## src/rtl/fifo_wptr_full_pkg.sv

```systemverilog
// Shared pointer helpers for the asynchronous FIFO pointer controllers.
package fifo_wptr_full_pkg;

  // Widest pointer the helpers handle; callers cast in and out of this width.
  localparam int unsigned PTR_MAX_W = 32;

  // Binary to reflected Gray code.
  function automatic logic [PTR_MAX_W-1:0] bin2gray(input logic [PTR_MAX_W-1:0] b);
    return b ^ (b >> 1);
  endfunction

  // Gray to binary: each bit is the XOR of itself and all higher Gray bits.
  function automatic logic [PTR_MAX_W-1:0] gray2bin(input logic [PTR_MAX_W-1:0] g);
    logic [PTR_MAX_W-1:0] b;
    b = '0;
    for (int i = 0; i < int'(PTR_MAX_W); i++) begin
      b[i] = ^(g >> i);
    end
    return b;
  endfunction

  // Full compare target: the read Gray pointer with its top two bits inverted.
  // w is the pointer width (AW+1).
  function automatic logic [PTR_MAX_W-1:0] full_target(input logic [PTR_MAX_W-1:0] g,
                                                       input int unsigned w);
    return g ^ (PTR_MAX_W'(3) << (w - 2));
  endfunction

endpackage : fifo_wptr_full_pkg

```

## src/rtl/fifo_wptr_full_gray2bin.sv

```systemverilog
// Combinational Gray-to-binary converter for a W-bit pointer.
module fifo_wptr_full_gray2bin #(
  parameter int unsigned W = 4
) (
  input  logic [W-1:0] i_gray,
  output logic [W-1:0] o_bin
);

  // Binary bit k is the parity of Gray bits W-1 down to k.
  for (genvar k = 0; k < int'(W); k++) begin : g_bit
    assign o_bin[k] = ^(i_gray >> k);
  end

endmodule : fifo_wptr_full_gray2bin

```

## src/rtl/fifo_wptr_full.sv

```systemverilog
// Write-side pointer, full/almost-full flags, fill level and overflow of the async FIFO.
module fifo_wptr_full
  import fifo_wptr_full_pkg::*;
#(
  parameter int unsigned depth     = 1024,
  parameter int unsigned af_margin = 2,
  localparam int unsigned AW       = $clog2(depth),
  localparam int unsigned PW       = AW + 1
) (
  input  logic          clk,
  input  logic          rst,
  input  logic          wr_en,
  input  logic [PW-1:0] rgray_sync,
  output logic          wr_fire,
  output logic [AW-1:0] waddr,
  output logic [PW-1:0] wgray,
  output logic          full,
  output logic          almost_full,
  output logic [PW-1:0] wcount,
  output logic          overflow
);

  localparam logic [PW-1:0] AF_THRESH = PW'(depth - af_margin);

  logic [PW-1:0] r_wbin;
  logic [PW-1:0] r_wgray;
  logic [PW-1:0] r_wcount;
  logic          r_full;
  logic          r_almost_full;
  logic          r_overflow;

  logic          w_wr_fire;
  logic [PW-1:0] w_wbin_n;
  logic [PW-1:0] w_wgray_n;
  logic [PW-1:0] w_full_tgt;
  logic [PW-1:0] w_rbin_s;
  logic [PW-1:0] w_fill_n;

  // Read pointer back to binary for the fill-level arithmetic.
  fifo_wptr_full_gray2bin #(
    .W (PW)
  ) u_gray2bin (
    .i_gray (rgray_sync),
    .o_bin  (w_rbin_s)
  );

  // Next-pointer and flag terms, all computed from the post-write pointer.
  assign w_wr_fire  = wr_en & ~r_full;
  assign w_wbin_n   = r_wbin + PW'(w_wr_fire);
  assign w_wgray_n  = PW'(bin2gray(PTR_MAX_W'(w_wbin_n)));
  assign w_full_tgt = PW'(full_target(PTR_MAX_W'(rgray_sync), PW));
  assign w_fill_n   = w_wbin_n - w_rbin_s;

  // Pointer, flag and counter registers with synchronous active-low reset.
  always_ff @(posedge clk) begin
    if (!rst) begin
      r_wbin        <= '0;
      r_wgray       <= '0;
      r_wcount      <= '0;
      r_full        <= 1'b0;
      r_almost_full <= 1'b0;
      r_overflow    <= 1'b0;
    end else begin
      r_wbin        <= w_wbin_n;
      r_wgray       <= w_wgray_n;
      r_wcount      <= w_fill_n;
      r_full        <= (w_wgray_n == w_full_tgt);
      r_almost_full <= (w_fill_n >= AF_THRESH);
      r_overflow    <= r_overflow | (wr_en & r_full);
    end
  end

  assign wr_fire     = w_wr_fire;
  assign waddr       = r_wbin[AW-1:0];
  assign wgray       = r_wgray;
  assign full        = r_full;
  assign almost_full = r_almost_full;
  assign wcount      = r_wcount;
  assign overflow    = r_overflow;

endmodule : fifo_wptr_full
```

## config.mk

```make
export PLATFORM = sky130hd
export DESIGN_NAME = fifo_wptr_full
export DESIGN_NICKNAME = d
export VERILOG_FILES = /design/src/rtl/fifo_wptr_full_pkg.sv /design/src/rtl/fifo_wptr_full_gray2bin.sv /design/src/rtl/fifo_wptr_full.sv
export SDC_FILE = /design/constraint.sdc
export NUM_CORES = 1
export LEC_CHECK = 0
export CAP_MARGIN = 10
export CORE_MARGIN = 4
export CORE_UTILIZATION = 56
export CTS_CLUSTER_SIZE = 20
export DETAILED_ROUTE_END_ITERATION = 7
export PLACE_DENSITY = 0.86
export SYNTH_ARGS = -nofsm -noshare
export SYNTH_HDL_FRONTEND = slang
export SYNTH_HIERARCHICAL = 1
export SYNTH_SLANG_ARGS = --single-unit
```

## constraint.sdc

```tcl
create_clock -name clk -period 5.7 [get_ports clk]
set_input_delay 0.57 -clock clk [delete_from_list [all_inputs] [get_ports clk]]
set_output_delay 0.57 -clock clk [all_outputs]
set_load 0.05 [all_outputs]
```

==> results of run 1 <==
[synth_stat cells (3+ instances only)]
| cell type | count | area [um^2] |
|---|---|---|
| sky130_fd_sc_hd__nand4_1 | 3 | 18.8 |
| sky130_fd_sc_hd__xnor2_1 | 28 | 245 |
| sky130_fd_sc_hd__buf_2 | 3 | 15.0 |
| sky130_fd_sc_hd__nor2_1 | 28 | 105 |
| sky130_fd_sc_hd__xor2_1 | 14 | 123 |
| sky130_fd_sc_hd__and2_1 | 8 | 50.1 |
| sky130_fd_sc_hd__o21a_1 | 3 | 22.5 |
| sky130_fd_sc_hd__o21ai_0 | 13 | 65.1 |
| sky130_fd_sc_hd__nor3_1 | 6 | 30.0 |
| sky130_fd_sc_hd__a21o_1 | 6 | 45.0 |
| sky130_fd_sc_hd__inv_1 | 25 | 93.8 |
| sky130_fd_sc_hd__and4_1 | 3 | 26.3 |
| sky130_fd_sc_hd__clkbuf_1 | 7 | 26.3 |
| sky130_fd_sc_hd__a21oi_1 | 20 | 100 |
| sky130_fd_sc_hd__ha_1 | 13 | 163 |
| sky130_fd_sc_hd__a31oi_1 | 4 | 25.0 |
| sky130_fd_sc_hd__dfxtp_1 | 35 | 701 |
| sky130_fd_sc_hd__and3_1 | 3 | 18.8 |
| sky130_fd_sc_hd__nand3_1 | 4 | 20.0 |
| sky130_fd_sc_hd__nor2b_1 | 3 | 18.8 |
| sky130_fd_sc_hd__nand2_1 | 16 | 60.1 |
[area by class of cell]
cell class | count | area [um^2] | area share
clock buffers | 8 | 100 | 0.0324
inverters | 26 | 97.6 | 0.0316
multi-input cells | 218 | 1640 | 0.530
flip-flops and latches | 35 | 701 | 0.227
well taps | 52 | 65.1 | 0.0210
repair buffers | 49 | 490 | 0.159
[state kept, by name, indices dropped and copies added (netlist names)]
register,cells
full,1
r_wbin,11
overflow,1
almost_full,1
wgray,10
wcount,11
[power breakdown]
part           switching [mW]  internal (mW)  total, mW
clock network          0.0888          0.110      0.199
logic                   0.230          0.164      0.394
registers             0.00802          0.270      0.278
total                   0.327          0.545      0.871
[metrics by stage]
step / std cells / power [mW] / cell area, um^2
finish: 388 / 0.871 / 3090
global placement: 380 / 0.668 / 2990
floorplan: 293 / 0.574 / 2510
CTS: 388 / 0.877 / 3090
detailed placement: 380 / 0.676 / 2990
global route: 388 / 0.919 / 3090
[per-layer routing]
metal  GRT usage  share of wire  vias up
li1            -              -     1092
met1       0.302           0.45     1034
met2       0.388           0.48       59
met3      0.0467          0.053       10
met4      0.0672          0.013        0
met5           0              0        -
[worst min-delay path: stages, from the launching register on]
cell and delay (ns):
sky130_fd_sc_hd__dfxtp_1 0.33, sky130_fd_sc_hd__a21oi_1 0.04, sky130_fd_sc_hd__nor2_1 0.07
[how the worst min path moves through the flow]
stage,from,endpoint
after global routing,overflow,overflow
after detailed placement,overflow,overflow
after global placement,overflow,overflow
final,overflow,overflow
after CTS,overflow,overflow
after floorplan,rst,r_wbin[2]
[logic make-up after synthesis]
family / after synthesis / share of synthesized area
adder cells (fa/ha/maj): 14 / 0.0728
flip-flops: 35 / 0.279
XOR/XNOR: 49 / 0.216
AO/OA/AOI/OAI: 66 / 0.170
AND/OR/NAND/NOR: 89 / 0.193
buffers and inverters: 40 / 0.0678
==> insert_results.sql, run 1 <==
INSERT INTO impl_metrics (metric_group, metric, value, unit) VALUES
('outcome', 'run_status', 'complete, no violations', ''),
('power_and_ir_drop', 'powerDensity', '282', 'mW/mm^2'),
('floorplan', 'die_w', '74.9', 'um'),
('clocking', 'clock_pin_slew_worst_setup_and_hold_paths', '0.07', 'ns'),
('drt', 'detail_route.drc_violations', '0', ''),
('worst_setup_path', 'regToRegEndpoint', 'almost_full', ''),
('drt', 'detail_route.first_pass.iterations', '4', ''),
('cells_and_area', 'mostFrequentLayoutCells', '49 x sky130_fd_sc_hd__clkdlybuf4s50_1, 35 x sky130_fd_sc_hd__dfxtp_1, 28 x sky130_fd_sc_hd__nor2_1, 28 x sky130_fd_sc_hd__xnor2_1, 25 x sky130_fd_sc_hd__inv_1', ''),
('clocking', 'cts.sinks', '35', ''),
('worst_setup_path', 'slowest_stage', 'sky130_fd_sc_hd__xor2_1', ''),
('logic_synthesis', 'synth-seq-cells', '35', ''),
('cells_and_area', 'filler_cells', '349', ''),
('cells_and_area', 'area.growth.synth_to_final', '23.2', '%'),
('worst_setup_path', 'crit_path_max_incr_delay', '0.50', 'ns'),
('global_routing', 'initial_antenna_violation_count', '0', ''),
('flow_run', 'timing.max_cap.violations', '0', ''),
('sta', 'layout_min_cycle_time', '4.19', 'ns'),
('clocking', 'cts_resized', '0', ''),
('floorplan', 'initial_utilization', '0.576', ''),
('logic_synthesis', 'mappedNetlistNets', '321', ''),
('worst_setup_path', 'worstPathMaxFanout', '9', ''),
('logic_synthesis', 'synth_edf_count', '0', ''),
('clocking', 'tritoncts', 'done', ''),
('clocking', 'clk_root_buffer_cell', 'sky130_fd_sc_hd__clkbuf_8', ''),
('worst_setup_path', 'critical_path.top_delay_family', 'compound AO/OA/AOI/OAI gates', ''),
('logic_synthesis', 'synth_async_sr_flop_share', '0', ''),
('sta', 'achievable-frequency', '239', 'MHz'),
('logic_synthesis', 'synth_ff_type', 'sky130_fd_sc_hd__dfxtp_1', ''),
('logic_synthesis', 'yosysSeqAreaShare', '0.279', ''),
('worst_setup_path', 'path_buf_inv', '2', ''),
('floorplan', 'die-height', '74.9', 'um'),
('global_routing', 'grt_first_pass_wirelength', '9.97', 'mm'),
('worst_setup_path', 'cp_common_cell', 'sky130_fd_sc_hd__ha_1', ''),
('worst_setup_path', 'arrival', '4.38', 'ns'),
('placed_design', 'place_hpwl', '4.35', 'mm'),
('clocking', 'cts-buffers-inserted', '5', ''),
('clocking', 'cts_post_setup_buffers_inserted', '0', ''),
('global_routing', 'grt_max_degree', '28', ''),
('cells_and_area', 'final_common_cell', 'sky130_fd_sc_hd__clkdlybuf4s50_1', ''),
('drt', 'drt_iter0_markers', '139', ''),
('cells_and_area', 'num-nets-final', '363', ''),
('power_and_ir_drop', 'ir_worst_vdd', '0.253', 'mV'),
('worst_setup_path', 'worst_path_cell_trace', 'clkdlybuf4s50_1 -> nor2b_1 -> ha_1 -> and2_1 -> nand2_1 -> xor2_1 -> inv_1 -> ha_1 -> o21a_1 -> o31a_1 -> o21ai_0 -> nand4_1 -> o311a_1 -> o32ai_1', ''),
('drt', 'detail-route-antenna-nets', '0', ''),
('cells_and_area', 'share_of_layout_cells_above_drive_strength_1', '0.0595', ''),
('worst_setup_path', 'regToRegStartpoint', 'full', ''),
('drt', 'vias', '2195', ''),
('sta', 'finalSetupViolations', '0', ''),
('sta', 'fin_worst_hold_slack', '0.478', 'ns'),
('sta', 'final-max-slew-violation-count', '0', ''),
('sta', 'timing.slew.headroom', '0.448', ''),
('placed_design', 'gp_weighted_congestion', '0.883', ''),
('drt', 'avgViaCountPerCell', '5.66', ''),
('logic_synthesis', 'ys_warn_count', '6', ''),
('cells_and_area', 'diodes', '0', ''),
('worst_setup_path', 'critical_path_cell_count', '14', ''),
('sta', 'fin_tns_setup', '0', 'ns'),
('logic_synthesis', 'syn_inst', '293', ''),
('drt', 'routed_length_per_instance', '15.4', 'um'),
('global_routing', 'grt_overflow', '0', ''),
('clocking', 'cts_hold_buffers', '0', ''),
('sta', 'rsz0062_at_grt', 'no', ''),
('clocking', 'worstSkewPairLatency', '0.29', 'ns'),
('clocking', 'cts_htree_levels', '2', ''),
('sta', 'fin_crit_sh', '0.735', ''),
('worst_setup_path', 'ff2ff_setup_slack', '1.96', 'ns'),
('global_routing', 'first_global_vias', '2140', ''),
('worst_setup_path', 'setup.worst_path.end_class', 'register', ''),
('min_path', 'min_path_cells', '2', ''),
('placed_design', 'port_buffers', '49', ''),
('cells_and_area', 'final_core_util', '0.710', '');
(Power assumes the default switching activity.)
==> run 2: changes to the inputs <==
Settings changed: CORE_UTILIZATION 56 to 52, PLACE_DENSITY 0.86 to 0.8.
Clock period 5.7 ns to 4.27 ns, I/O delays scaled along.
==> run 2 against run 1 <==
Compared with the run above:
- wire length shrank 5.3%
- critical path depth fell by 2
- worst hold slack improved by 0.0054 ns
- power rose by 33%
- non-clock buffer count increased by 9
- utilization decreased by 3.6 points
- highest routed layer unchanged
- register-to-register slack got worse by 0.95 ns
- cell count grew 2.8%
- combinational power grew 33%
- count of clock-buffer cells in the layout unchanged
- largest cell class unchanged
- die area grew 6.9%
==> insert_results.sql, run 2 (synthesis results as in run 1) <==
INSERT INTO impl_metrics (metric_group, metric, value, unit) VALUES
('power_and_ir_drop', 'powerDensity', '367', 'mW/mm^2'),
('drt', 'detail-route-antenna-nets', '0', ''),
('cells_and_area', 'diodes', '0', ''),
('floorplan', 'die_area', '0.00600', 'mm^2'),
('floorplan', 'die_w', '77.5', 'um'),
('clocking', 'cts_buffer_depth', '2', ''),
('sta', 'clock-skew-final', '0.00344', 'ns'),
('cells_and_area', 'final_common_cell', 'sky130_fd_sc_hd__clkdlybuf4s50_1', ''),
('worst_setup_path', 'worst_setup_sp', 'rgray_sync[9]', ''),
('worst_setup_path', 'setup.worst_path.end_class', 'register', ''),
('cells_and_area', 'final_core_util', '0.674', ''),
('floorplan', 'top_level_ports', '50', ''),
('clocking', 'cts.sinks', '35', ''),
('floorplan', 'number_of_placement_rows', '25', ''),
('drt', 'detail_route.first_pass.iterations', '4', ''),
('sta', 'timing.slew.headroom', '0.654', ''),
('drt', 'drt_iter0_markers', '98', ''),
('clocking', 'cts_resized', '0', ''),
('min_path', 'min_from', 'overflow', ''),
('drt', 'avgViaCountPerCell', '5.42', ''),
('global_routing', 'initial_antenna_violation_count', '0', ''),
('worst_setup_path', 'setup.worst_path.start_class', 'input port', ''),
('global_routing', 'grt_util_all_layers', '0.197', ''),
('sta', 'layout_min_cycle_time', '3.93', 'ns'),
('power_and_ir_drop', 'ir_worst_vdd', '0.360', 'mV'),
('flow_run', 'timing.max_cap.violations', '0', ''),
('global_routing', 'grt_overflow', '0', ''),
('drt', 'detail_route.drc_violations', '0', ''),
('cells_and_area', 'num-nets-final', '372', ''),
('min_path', 'hp-class', 'register to register', ''),
('floorplan', 'initial_utilization', '0.535', ''),
('power_and_ir_drop', 'p_leak', '1.38', 'nW'),
('clocking', 'tritoncts', 'done', ''),
('worst_setup_path', 'timing_worst_setup_path_type', 'input port to register', ''),
('sta', 'fin_crit_sh', '0.920', ''),
('cells_and_area', 'area.growth.synth_to_final', '26.0', '%'),
('clocking', 'cts_hold_buffers', '0', ''),
('sta', 'finalSetupViolations', '0', ''),
('sta', 'tightestPinTransition', '0.518', 'ns'),
('clocking', 'cts_post_setup_buffers_inserted', '0', ''),
('worst_setup_path', 'cp.required', '4.47', 'ns'),
('global_routing', 'grt_first_pass_wirelength', '9.63', 'mm'),
('sta', 'rsz0062_at_grt', 'no', ''),
('worst_setup_path', 'regToRegStartpoint', 'full', ''),
('placed_design', 'port_buffers', '49', ''),
('floorplan', 'die-height', '77.5', 'um'),
('drt', 'routed_length_per_instance', '14.2', 'um'),
('clocking', 'cts_htree_levels', '2', ''),
('sta', 'final-max-slew-violation-count', '0', ''),
('drt', 'overall_routed_net_length', '5.66', 'mm'),
('worst_setup_path', 'worstPathMaxFanout', '6', ''),
('clocking', 'cts-buffers-inserted', '5', ''),
('placed_design', 'place_hpwl', '4.31', 'mm'),
('drt', 'vias', '2162', ''),
('cells_and_area', 'share_of_layout_cells_above_drive_strength_1', '0.0841', ''),
('clocking', 'worstSkewPairLatency', '0.29', 'ns'),
('outcome', 'run_status', 'complete, no violations', ''),
('sta', 'achievable-frequency', '255', 'MHz'),
('cells_and_area', 'mostFrequentLayoutCells', '49 x sky130_fd_sc_hd__clkdlybuf4s50_1, 35 x sky130_fd_sc_hd__dfxtp_1, 28 x sky130_fd_sc_hd__nor2_1, 28 x sky130_fd_sc_hd__xnor2_1, 25 x sky130_fd_sc_hd__inv_1', ''),
('sta', 'hold_violations', '0', ''),
('clocking', 'clock_pin_slew_worst_setup_and_hold_paths', '0.07', 'ns'),
('global_routing', 'grt_max_degree', '28', ''),
('worst_setup_path', 'arrival', '4.13', 'ns'),
('floorplan', 'core', '0.00469', 'mm^2'),
('sta', 'fin_tns_setup', '0', 'ns'),
('global_routing', 'first_global_vias', '2058', ''),
('clocking', 'clk_root_buffer_cell', 'sky130_fd_sc_hd__clkbuf_8', ''),
('placed_design', 'gp_weighted_congestion', '0.839', '');
[run 2: final timing paths]
kind / endpoint / slack, ns / cells past startpoint
worst max-delay path: almost_full / 0.34 / 12
worst min-delay path: overflow / 0.48 / 2
worst max register to register: almost_full / 1.01 / 12
worst min register to register: overflow / 0.48 / 2
[run 2: layer usage]
layer  track usage  share of wire
met5             0              0
met4        0.0445         0.0062
met3        0.0580          0.066
met2         0.320           0.47
met1         0.257           0.46
[run 2: final cells by class]
type,instances,area [um^2]
inverter,26,97.6
timing repair buffer,58,558
sequential,35,701
multi-input combinational,218,1640
tap,54,67.6
clock buffer,8,100
fill,397,1530
[run 2: critical path, cell delays in order]
cell and delay [ns]:
sky130_fd_sc_hd__clkdlybuf4s50_1 0.54, sky130_fd_sc_hd__xor3_2 0.50, sky130_fd_sc_hd__xnor3_2 0.46, sky130_fd_sc_hd__xnor3_1 0.45
sky130_fd_sc_hd__inv_1 0.06, sky130_fd_sc_hd__ha_1 0.28, sky130_fd_sc_hd__nor2b_1 0.14, sky130_fd_sc_hd__o31a_1 0.27
sky130_fd_sc_hd__o21ai_0 0.42, sky130_fd_sc_hd__nand4_1 0.16, sky130_fd_sc_hd__o311a_1 0.15, sky130_fd_sc_hd__o32ai_1 0.26
[run 2: stage by stage]
stage	hold slack [ns]	power, mW	instance area, um^2	setup slack, ns	std cells
4_1_cts	0.488	1.17	3160	0.373	399
3_3_place_gp	0.458	0.893	3060	0.217	391
2_1_floorplan	0.549	0.766	2510	0.335	293
5_1_grt	0.509	1.24	3160	0.172	399
6_report	0.484	1.16	3160	0.342	399
3_5_place_dp	0.466	0.902	3060	0.0782	391
[run 2: where the power goes]
part / switching [mW] / internal [mW]
Combinational: 0.303 / 0.220
Sequential: 0.0103 / 0.361
Clock: 0.122 / 0.147
Total: 0.435 / 0.728
==> run 3: changes to the inputs <==
Settings changed: SLEW_MARGIN from default to 10.
Clock period 4.27 ns to 4.2 ns, I/O delays scaled along.
==> run 3 against run 2 <==
Compared with the run above:
- clock power is essentially flat
- wire length grew 1.2%
- combinational power grew 2%
- critical path depth is the same
- clock skew is essentially flat
- first-iteration DRC count grew 21%
- sequential share of layout area shrank 0.052 points
- largest cell class unchanged
- die area is the same
- largest power group unchanged
==> insert_results.sql, run 3 (synthesis results as in run 1) <==
INSERT INTO impl_metrics (metric_group, metric, value, unit) VALUES
('placed_design', 'post-place-ws', '0.0581', 'ns'),
('cells_and_area', 'diodes', '0', ''),
('sta', 'tightestPinTransition', '0.513', 'ns'),
('sta', 'hold_violations', '0', ''),
('global_routing', 'grt_util_all_layers', '0.201', ''),
('floorplan', 'top_level_ports', '50', ''),
('power_and_ir_drop', 'ir_worst_vdd', '0.313', 'mV'),
('sta', 'finalSetupViolations', '0', ''),
('power_and_ir_drop', 'powerDensity', '372', 'mW/mm^2'),
('floorplan', 'die_w', '77.5', 'um'),
('clocking', 'cts_hold_buffers', '0', ''),
('worst_setup_path', 'cp.required', '4.39', 'ns'),
('worst_setup_path', 'worst_path_cell_trace', 'clkdlybuf4s50_1 -> xor3_2 -> xnor3_2 -> xnor3_1 -> inv_1 -> ha_1 -> nor2b_1 -> o31a_1 -> o21ai_0 -> nand4_1 -> o311a_1 -> o32ai_1', ''),
('placed_design', 'gp_weighted_congestion', '0.864', ''),
('sta', 'timing.slew.headroom', '0.657', ''),
('worst_setup_path', 'setup.worst_path.start_class', 'input port', ''),
('floorplan', 'core', '0.00469', 'mm^2'),
('cells_and_area', 'share_of_layout_cells_above_drive_strength_1', '0.0867', ''),
('min_path', 'min_from', 'overflow', ''),
('clocking', 'cts_post_setup_buffers_inserted', '0', ''),
('floorplan', 'die-height', '77.5', 'um'),
('placed_design', 'port_buffers', '49', ''),
('sta', 'layout_min_cycle_time', '3.90', 'ns'),
('drt', 'detail-route-antenna-nets', '0', ''),
('min_path', 'min_path_cells', '2', ''),
('worst_setup_path', 'critical_path.top_delay_family', 'XOR/XNOR gates', ''),
('sta', 'setup_ws', '0.302', 'ns'),
('clocking', 'clk_root_buffer_cell', 'sky130_fd_sc_hd__clkbuf_8', ''),
('floorplan', 'number_of_placement_rows', '25', ''),
('drt', 'vias', '2182', ''),
('floorplan', 'die_area', '0.00600', 'mm^2'),
('sta', 'rsz0062_at_grt', 'no', ''),
('outcome', 'run_status', 'complete, no violations', ''),
('drt', 'detail_route.first_pass.iterations', '4', ''),
('sta', 'achievable-frequency', '257', 'MHz'),
('global_routing', 'initial_antenna_violation_count', '0', ''),
('global_routing', 'grt_first_pass_wirelength', '9.83', 'mm'),
('cells_and_area', 'num-nets-final', '373', ''),
('drt', 'overall_routed_net_length', '5.73', 'mm'),
('clocking', 'clock_pin_slew_worst_setup_and_hold_paths', '0.07', 'ns'),
('cells_and_area', 'filler_cells', '390', ''),
('worst_setup_path', 'ff2ff_setup_slack', '0.86', 'ns'),
('cells_and_area', 'mostFrequentLayoutCells', '49 x sky130_fd_sc_hd__clkdlybuf4s50_1, 35 x sky130_fd_sc_hd__dfxtp_1, 28 x sky130_fd_sc_hd__nor2_1, 28 x sky130_fd_sc_hd__xnor2_1, 25 x sky130_fd_sc_hd__inv_1', ''),
('global_routing', 'grt_overflow', '0', ''),
('sta', 'clock-skew-final', '0.00378', 'ns'),
('worst_setup_path', 'regToRegStartpoint', 'r_wbin[2]', ''),
('worst_setup_path', 'arrival', '4.09', 'ns'),
('sta', 'final-max-slew-violation-count', '0', ''),
('worst_setup_path', 'crit_path_max_incr_delay', '0.54', 'ns'),
('min_path', 'min_delay_worst_endpoint', 'overflow', ''),
('global_routing', 'first_global_vias', '2103', ''),
('sta', 'fin_crit_sh', '0.928', ''),
('clocking', 'cts_buffer_depth', '2', ''),
('clocking', 'cts_resized', '0', ''),
('drt', 'drt_iter0_markers', '119', ''),
('cells_and_area', 'area.growth.synth_to_final', '26.3', '%'),
('clocking', 'cts-buffers-inserted', '5', ''),
('cells_and_area', 'final_common_cell', 'sky130_fd_sc_hd__clkdlybuf4s50_1', ''),
('worst_setup_path', 'setup.worst_path.end_class', 'register', ''),
('worst_setup_path', 'worstPathMaxFanout', '6', ''),
('min_path', 'hp-class', 'register to register', ''),
('clocking', 'worstSkewPairLatency', '0.28', 'ns'),
('global_routing', 'grt_max_degree', '28', ''),
('flow_run', 'timing.max_cap.violations', '0', ''),
('sta', 'fin_worst_hold_slack', '0.494', 'ns'),
('clocking', 'cts_htree_levels', '2', ''),
('drt', 'avgViaCountPerCell', '5.46', ''),
('clocking', 'cts.sinks', '35', ''),
('worst_setup_path', 'r2r.worst_path.cells', '10', ''),
('power_and_ir_drop', 'p_leak', '1.38', 'nW'),
('worst_setup_path', 'slowest_stage', 'sky130_fd_sc_hd__clkdlybuf4s50_1', ''),
('sta', 'fin_tns_setup', '0', 'ns'),
('floorplan', 'initial_utilization', '0.535', ''),
('worst_setup_path', 'path_buf_inv', '2', ''),
('placed_design', 'place_hpwl', '4.34', 'mm'),
('drt', 'routed_length_per_instance', '14.3', 'um'),
('worst_setup_path', 'timing_worst_setup_path_type', 'input port to register', ''),
('drt', 'detail_route.drc_violations', '0', ''),
('clocking', 'tritoncts', 'done', ''),
('worst_setup_path', 'regToRegEndpoint', 'almost_full', '');
==> run 3: area by class of cell <==
type	count	area, um^2	area share
Inverter	26	97.6	0.0308
Sequential cell	35	701	0.221
Timing Repair Buffer	59	566	0.178
Multi-Input combinational cell	218	1640	0.517
Tap cell	54	67.6	0.0213
Clock buffer	8	100	0.0316
==> run 3: worst reg2reg max path, cell delays in order, from the launching register on <==
cell                        delay (ns)
sky130_fd_sc_hd__dfxtp_1          0.63
sky130_fd_sc_hd__and4_1           0.44
sky130_fd_sc_hd__nand3_1          0.16
sky130_fd_sc_hd__xnor2_1          0.26
sky130_fd_sc_hd__inv_1            0.10
sky130_fd_sc_hd__ha_1             0.40
sky130_fd_sc_hd__a21o_1           0.23
sky130_fd_sc_hd__a2111oi_0        0.47
sky130_fd_sc_hd__a21oi_1          0.15
sky130_fd_sc_hd__xnor2_1          0.25
sky130_fd_sc_hd__o32ai_1          0.13
==> run 3: through the flow <==
step	utilization	std cells	power (mW)	area [um^2]
floorplan	-	293	0.779	2510
global placement	0.654	392	0.908	3070
detailed placement	0.654	392	0.915	3070
CTS	0.676	400	1.19	3170
global route	0.676	400	1.25	3170
finish	0.676	400	1.18	3170
==> run 3: worst max-delay path by stage <==
stage | start | to | slack [ns] | cells after the start
floorplan | full | almost_full | 0.26 | 15
global route | rgray_sync[9] | almost_full | 0.14 | 12
detailed placement | rgray_sync[9] | almost_full | 0.06 | 12
CTS | rgray_sync[9] | almost_full | 0.34 | 12
global placement | rgray_sync[9] | almost_full | 0.15 | 12
finish | rgray_sync[9] | almost_full | 0.30 | 12
==> run 3: power by group <==
| part | leakage [nW] | internal, mW | switching (mW) |
|---|---|---|---|
| clock | 0.0515 | 0.150 | 0.119 |
| combinational | 1.04 | 0.223 | 0.311 |
| sequential | 0.286 | 0.367 | 0.0109 |
==> run 3: metal layers <==
layer / share of wire / GRT usage / vias up
li1: - / - / 1109
met1: 0.46 / 0.261 / 997
met2: 0.46 / 0.326 / 67
met3: 0.072 / 0.0510 / 9
met4: 0.011 / 0.0605 / 0
met5: 0 / 0 / -
